$ cat config.mk
export PLATFORM = sky130hd
export DESIGN_NAME = uno_seq
export DESIGN_NICKNAME = d
export VERILOG_FILES = /design/src/rtl/uno_seq.sv
export SDC_FILE = /design/constraint.sdc
export NUM_CORES = 1
export LEC_CHECK = 0
export BUFFER_PORTS_ARGS = -buffer_cell sky130_fd_sc_hd__buf_2
export CELL_PAD_IN_SITES_DETAIL_PLACEMENT = 1
export CELL_PAD_IN_SITES_GLOBAL_PLACEMENT = 1
export CORE_UTILIZATION = 29
export DETAILED_ROUTE_END_ITERATION = 10
export PLACE_DENSITY = 0.83
export SETUP_SLACK_MARGIN = 0.5
export SLEW_MARGIN = 15
export SYNTH_ARGS = -nofsm -noshare
export SYNTH_HDL_FRONTEND = slang
export SYNTH_SLANG_ARGS = --single-unit
$ cat constraint.sdc
create_clock -name clk -period 1.75 [get_ports clk]
set_input_delay 0.175 -clock clk [delete_from_list [all_inputs] [get_ports clk]]
set_output_delay 0.175 -clock clk [all_outputs]
set_load 0.05 [all_outputs]
$ cat src/rtl/uno_seq.sv
// Sequencer for one PE's unary/GEMM datapath: drives the scale generator for
// unary ops, captures its scale, steps the MAC through N terms, then responds.
module uno_seq #(
  parameter int unsigned MUL_BW    = 16,
  parameter int unsigned CNT_BW    = 5,
  parameter int unsigned DIV_TERMS = 8,
  parameter int unsigned EXP_TERMS = 8,
  parameter int unsigned LOG_TERMS = 8
) (
  input  logic              clk,
  input  logic              rst_n,
  input  logic              req_valid,
  output logic              req_ready,
  input  logic [1:0]        req_op,
  input  logic [MUL_BW-1:0] req_x,
  input  logic [MUL_BW-1:0] req_y,
  input  logic [CNT_BW-1:0] req_len,
  output logic [1:0]        sg_op,
  output logic [MUL_BW-1:0] sg_x,
  output logic [MUL_BW-1:0] sg_y,
  input  logic [MUL_BW-1:0] sg_scale,
  output logic [MUL_BW-1:0] scale_q,
  output logic              mac_clr,
  output logic              mac_en,
  output logic [CNT_BW-1:0] mac_step,
  output logic              rsp_valid,
  input  logic              rsp_ready,
  output logic [1:0]        rsp_op,
  output logic              busy
);

  typedef enum logic [2:0] {
    S_IDLE,
    S_SCALE,
    S_CAPT,
    S_ITER,
    S_DONE
  } state_t;

  state_t              r_state;
  state_t              w_next;
  logic [1:0]          r_op;
  logic [CNT_BW-1:0]   r_len;
  logic [CNT_BW-1:0]   r_step;
  logic [1:0]          r_sg_op;
  logic [MUL_BW-1:0]   r_sg_x;
  logic [MUL_BW-1:0]   r_sg_y;
  logic [MUL_BW-1:0]   r_scale;
  logic [CNT_BW-1:0]   w_n;
  logic                w_last;

  always_comb begin
    case (req_op)
      2'b01:   w_n = CNT_BW'(DIV_TERMS);
      2'b10:   w_n = CNT_BW'(EXP_TERMS);
      2'b11:   w_n = CNT_BW'(LOG_TERMS);
      default: w_n = req_len;
    endcase
  end

  assign w_last = (r_step == r_len - 1'b1);

  always_ff @(posedge clk) begin
    if (!rst_n) r_state <= S_IDLE;
    else        r_state <= w_next;
  end

  always_comb begin
    w_next    = r_state;
    req_ready = 1'b0;
    busy      = 1'b1;
    mac_en    = 1'b0;
    mac_clr   = 1'b0;
    mac_step  = '0;
    rsp_valid = 1'b0;
    rsp_op    = 2'b00;
    case (r_state)
      S_IDLE: begin
        req_ready = rst_n;
        busy      = 1'b0;
        if (req_valid) begin
          if (req_op != 2'b00) w_next = S_SCALE;
          else if (w_n != '0)  w_next = S_ITER;
          else                 w_next = S_DONE;
        end
      end
      S_SCALE: w_next = S_CAPT;
      S_CAPT:  w_next = S_ITER;
      S_ITER: begin
        mac_en   = 1'b1;
        mac_clr  = (r_step == '0);
        mac_step = r_step;
        if (w_last) w_next = S_DONE;
      end
      S_DONE: begin
        rsp_valid = 1'b1;
        rsp_op    = r_op;
        if (rsp_ready) w_next = S_IDLE;
      end
      default: w_next = S_IDLE;
    endcase
  end

  // sg_* are presented only during SCALE: loaded on accept, cleared on the next edge.
  always_ff @(posedge clk) begin
    if (!rst_n) begin
      r_op    <= 2'b00;
      r_len   <= '0;
      r_step  <= '0;
      r_sg_op <= 2'b00;
      r_sg_x  <= '0;
      r_sg_y  <= '0;
      r_scale <= '0;
    end else begin
      r_sg_op <= 2'b00;
      r_sg_x  <= '0;
      r_sg_y  <= '0;
      case (r_state)
        S_IDLE: begin
          if (req_valid) begin
            r_op   <= req_op;
            r_len  <= w_n;
            r_step <= '0;
            if (req_op != 2'b00) begin
              r_sg_op <= req_op;
              r_sg_x  <= req_x;
              r_sg_y  <= req_y;
            end
          end
        end
        S_CAPT: r_scale <= sg_scale;
        S_ITER: r_step  <= w_last ? '0 : r_step + 1'b1;
        default: ;
      endcase
    end
  end

  assign sg_op   = r_sg_op;
  assign sg_x    = r_sg_x;
  assign sg_y    = r_sg_y;
  assign scale_q = r_scale;

endmodule

==> results.md <==
* Tot GR Track Use at 19.56%
* Critical Path Start Type: flip-flop
* Final std cells w/o fill at 531
* Num rows at 33
* RD Place Congestion at 0.7239
* CTS tree: yes
* Post-DP HPWL at 5.209 mm
* Main synth FF type: dfxtp_1
* Vias/cell at 4.689
* FFs w/ async S/R, synth at 0%
* F_max at 0.6105 GHz
* Final WS setup at 0.1120 ns
* Crit path time final at 1.638 ns
* Multi-input logic area at 1396 um^2
* Total die area at 8982 um^2
* Crit path kind: reg -> reg
* Post-synth EDFFs at 0
* Slew Limit Fails at 0
* Synthesized flop and latch total at 65
* # diodes at 0
* Starting Density at 30.23%
* Clock Latency Late Sink at 0.35 ns
* H-tree depth at 3
* Unrepaired setup endpoints after global routing: true
* Ratio of cells with drive above 1 in the final layout at 57.28%
* Vias in the first global route at 2648
* Post-synth top area cell: dfxtp_1
* Reg2reg path depth at 7
* Slowest cell on crit path: dfxtp_2
* Setup Viol. Count Final at 0
* Rel. slew slack at 56.34%
* Crit. End Element: flip-flop
* Core Box Area at 8258 um^2
* Root Buffer: clkbuf_8
* 1st-iter DRT viols at 60
* Hold Slack at 0.02790 ns
* Fillers at 953
* YS warnings at 0
* Syn Inst Count at 263
* Peak supply drop at 496.5 uV
* Clock slew at reported path FFs at 0.08 ns
* CTS Hold Buffers Added at 0
* Area share of the leading cell type in the synthesized netlist at 52.13%
* Post-Syn Nets at 325
* Area growth syn-to-layout at 66.22%
* Remaining Overflow, GRT at 0
* Hold crit path type: in -> reg
* Final wirelength at 8.547 mm
* Max-cap violations at 0
* Via count at 2490
* Worst Skew at 0.01157 ns
* TritonCTS Buffers at 9
* Longest Clk Path Bufs at 2
* Height of the die at 94.78 um
* Slew @ Worst Pin at 0.6549 ns
* Sink Count at 65
* Leakage at 1.891 nW
* Nets@finish at 484
* IO buf count at 120
* Register Area at 1319 um^2
* Hold Path Cell Cnt at 2
* Most common cell after layout, fill and taps aside: buf_2
* Global-route wire length before repair at 12.96 mm
* Initial antenna violation count at 0
* I/O pin total at 121
* Crit-path cells: inv_2 -> ha_4 -> xnor2_1 -> a211oi_2 -> o211ai_4 -> a41oi_2 -> o22ai_1
* Crit share post-route at 93.60%
* Worst path arrival time at 1.86 ns
* First-pass detailed-route iteration total at 4
* Top post-synthesis cells by area: dfxtp_1 52%, and2_1 9.0%, nand2_1 8.0%
* Post-placement cell count at 481
* Area of the mapped netlist at 2496 um^2
* Setup TNS Final at 0 ns
* Commonest non-fill, non-tap cells in the layout: 108 x buf_2, 57 x dfxtp_1, 46 x nand2_1
* Critical Path Max Stage Delay at 0.35 ns
* Synth unique cells at 44
* Register area share after synthesis at 52.13%
* Status: complete, no violations
* Pre-CTS WS at 0.02146 ns
* Mean Syn Cell Area at 9.491 um^2
* Pwr Density at 913.1 nW/um^2
* Req. time, crit path at 1.97 ns
* DIE WIDTH at 94.78 um
* Critical path peak fanout at 5
* Residual DRC count at 0
* Final hold vios at 0
* Final ANT Viol Nets at 0
* Drt wl/cell at 16.10 um
* Largest net degree at the start of global routing at 35
sequential cells by signal, summed over array words and instances, names as in the netlist:
signal / flops
sg_y: 16
scale_q: 16
sg_op: 2
r_op: 2
r_step: 5
r_len: 5
r_state: 3
sg_x: 16
final cells by class:
cell class	instances	area share, %
clock buffer	10	3.317
timing repair buffer	157	26.51
inverter	8	0.7841
multi-input combinational	181	33.66
sequential	65	31.79
tap	105	3.166
clock inverter	5	0.7841
cell usage after synthesis, drive strengths merged, types with 2 or more instances:
cell / n
buf: 7
dfxtp: 65
nor2b: 3
nor2: 9
o41ai: 2
and3: 4
ha: 3
a21oi: 2
inv: 8
o21ai: 3
nor3: 7
and2: 37
a21boi: 22
xnor2: 4
xor2: 3
nand3: 8
clkbuf: 5
nand2: 54
cells by family after synthesis:
| group | after synthesis | share of synthesized area (%) |
|---|---|---|
| XOR/XNOR | 7 | 2.456 |
| flip-flops | 65 | 52.13 |
| AND/OR/NAND/NOR | 129 | 27.22 |
| multiplexers | 1 | 0.4010 |
| buffers and inverters | 20 | 4.511 |
| AO/OA/AOI/OAI | 38 | 11.78 |
| adder cells (fa/ha/maj) | 3 | 1.504 |
timing repair:
item                                    in CTS  in global routing
endpoints found under the setup margin      77                 77
resized for setup                           77                 56
buffers inserted                            24                  6
pin swaps                                   30                 26
cloned                                       5                  0
per-stage QoR:
| stage | power, mW | area [um^2] | utilization (%) |
|---|---|---|---|
| after floorplan | 2.149 | 2589 | - |
| after global placement | 2.335 | 3269 | 39.59 |
| after global routing | 3.960 | 4149 | 50.24 |
| final | 3.788 | 4149 | 50.24 |
| after detailed placement | 2.362 | 3269 | 39.59 |
| after CTS | 3.705 | 3943 | 47.74 |
per-layer routing:
metal  GRT usage [%]  wire length, um  part of all wire [%]
met1           20.64             3331                    39
met2           35.31             4460                    52
met3           5.717              540                   6.3
met4           9.470              215                   2.5
met5               0                0                     0
final timing paths:
| check | from | to | slack, ns |
|---|---|---|---|
| max | r_len[0] | r_step[4] | 0.11 |
| max reg2reg | r_len[0] | r_step[4] | 0.11 |
| min | req_y[10] | sg_y[10] | 0.03 |
| min reg2reg | scale_q[4] | scale_q[4] | 0.46 |
worst max-delay path: cells and delay by family (launching register included):
| kind | cells | cell delay, ns |
|---|---|---|
| AOI/OAI and AO/OA | 4 | 0.77 |
| xor gates and xnor gates | 1 | 0.13 |
| adders and majority gates | 1 | 0.22 |
| buffers and inverters | 1 | 0.05 |
| DFF | 1 | 0.35 |
power breakdown:
| group | total [mW] | internal [mW] | switching, mW | leakage [nW] |
|---|---|---|---|---|
| Combinational | 1.03 | 0.414 | 0.614 | 1.28 |
| Sequential | 1.62 | 1.56 | 0.0590 | 0.533 |
| Clock | 1.14 | 0.539 | 0.601 | 0.0802 |
| Total | 3.79 | 2.51 | 1.27 | 1.89 |
Note: power is estimated with default switching activity, not from simulation.
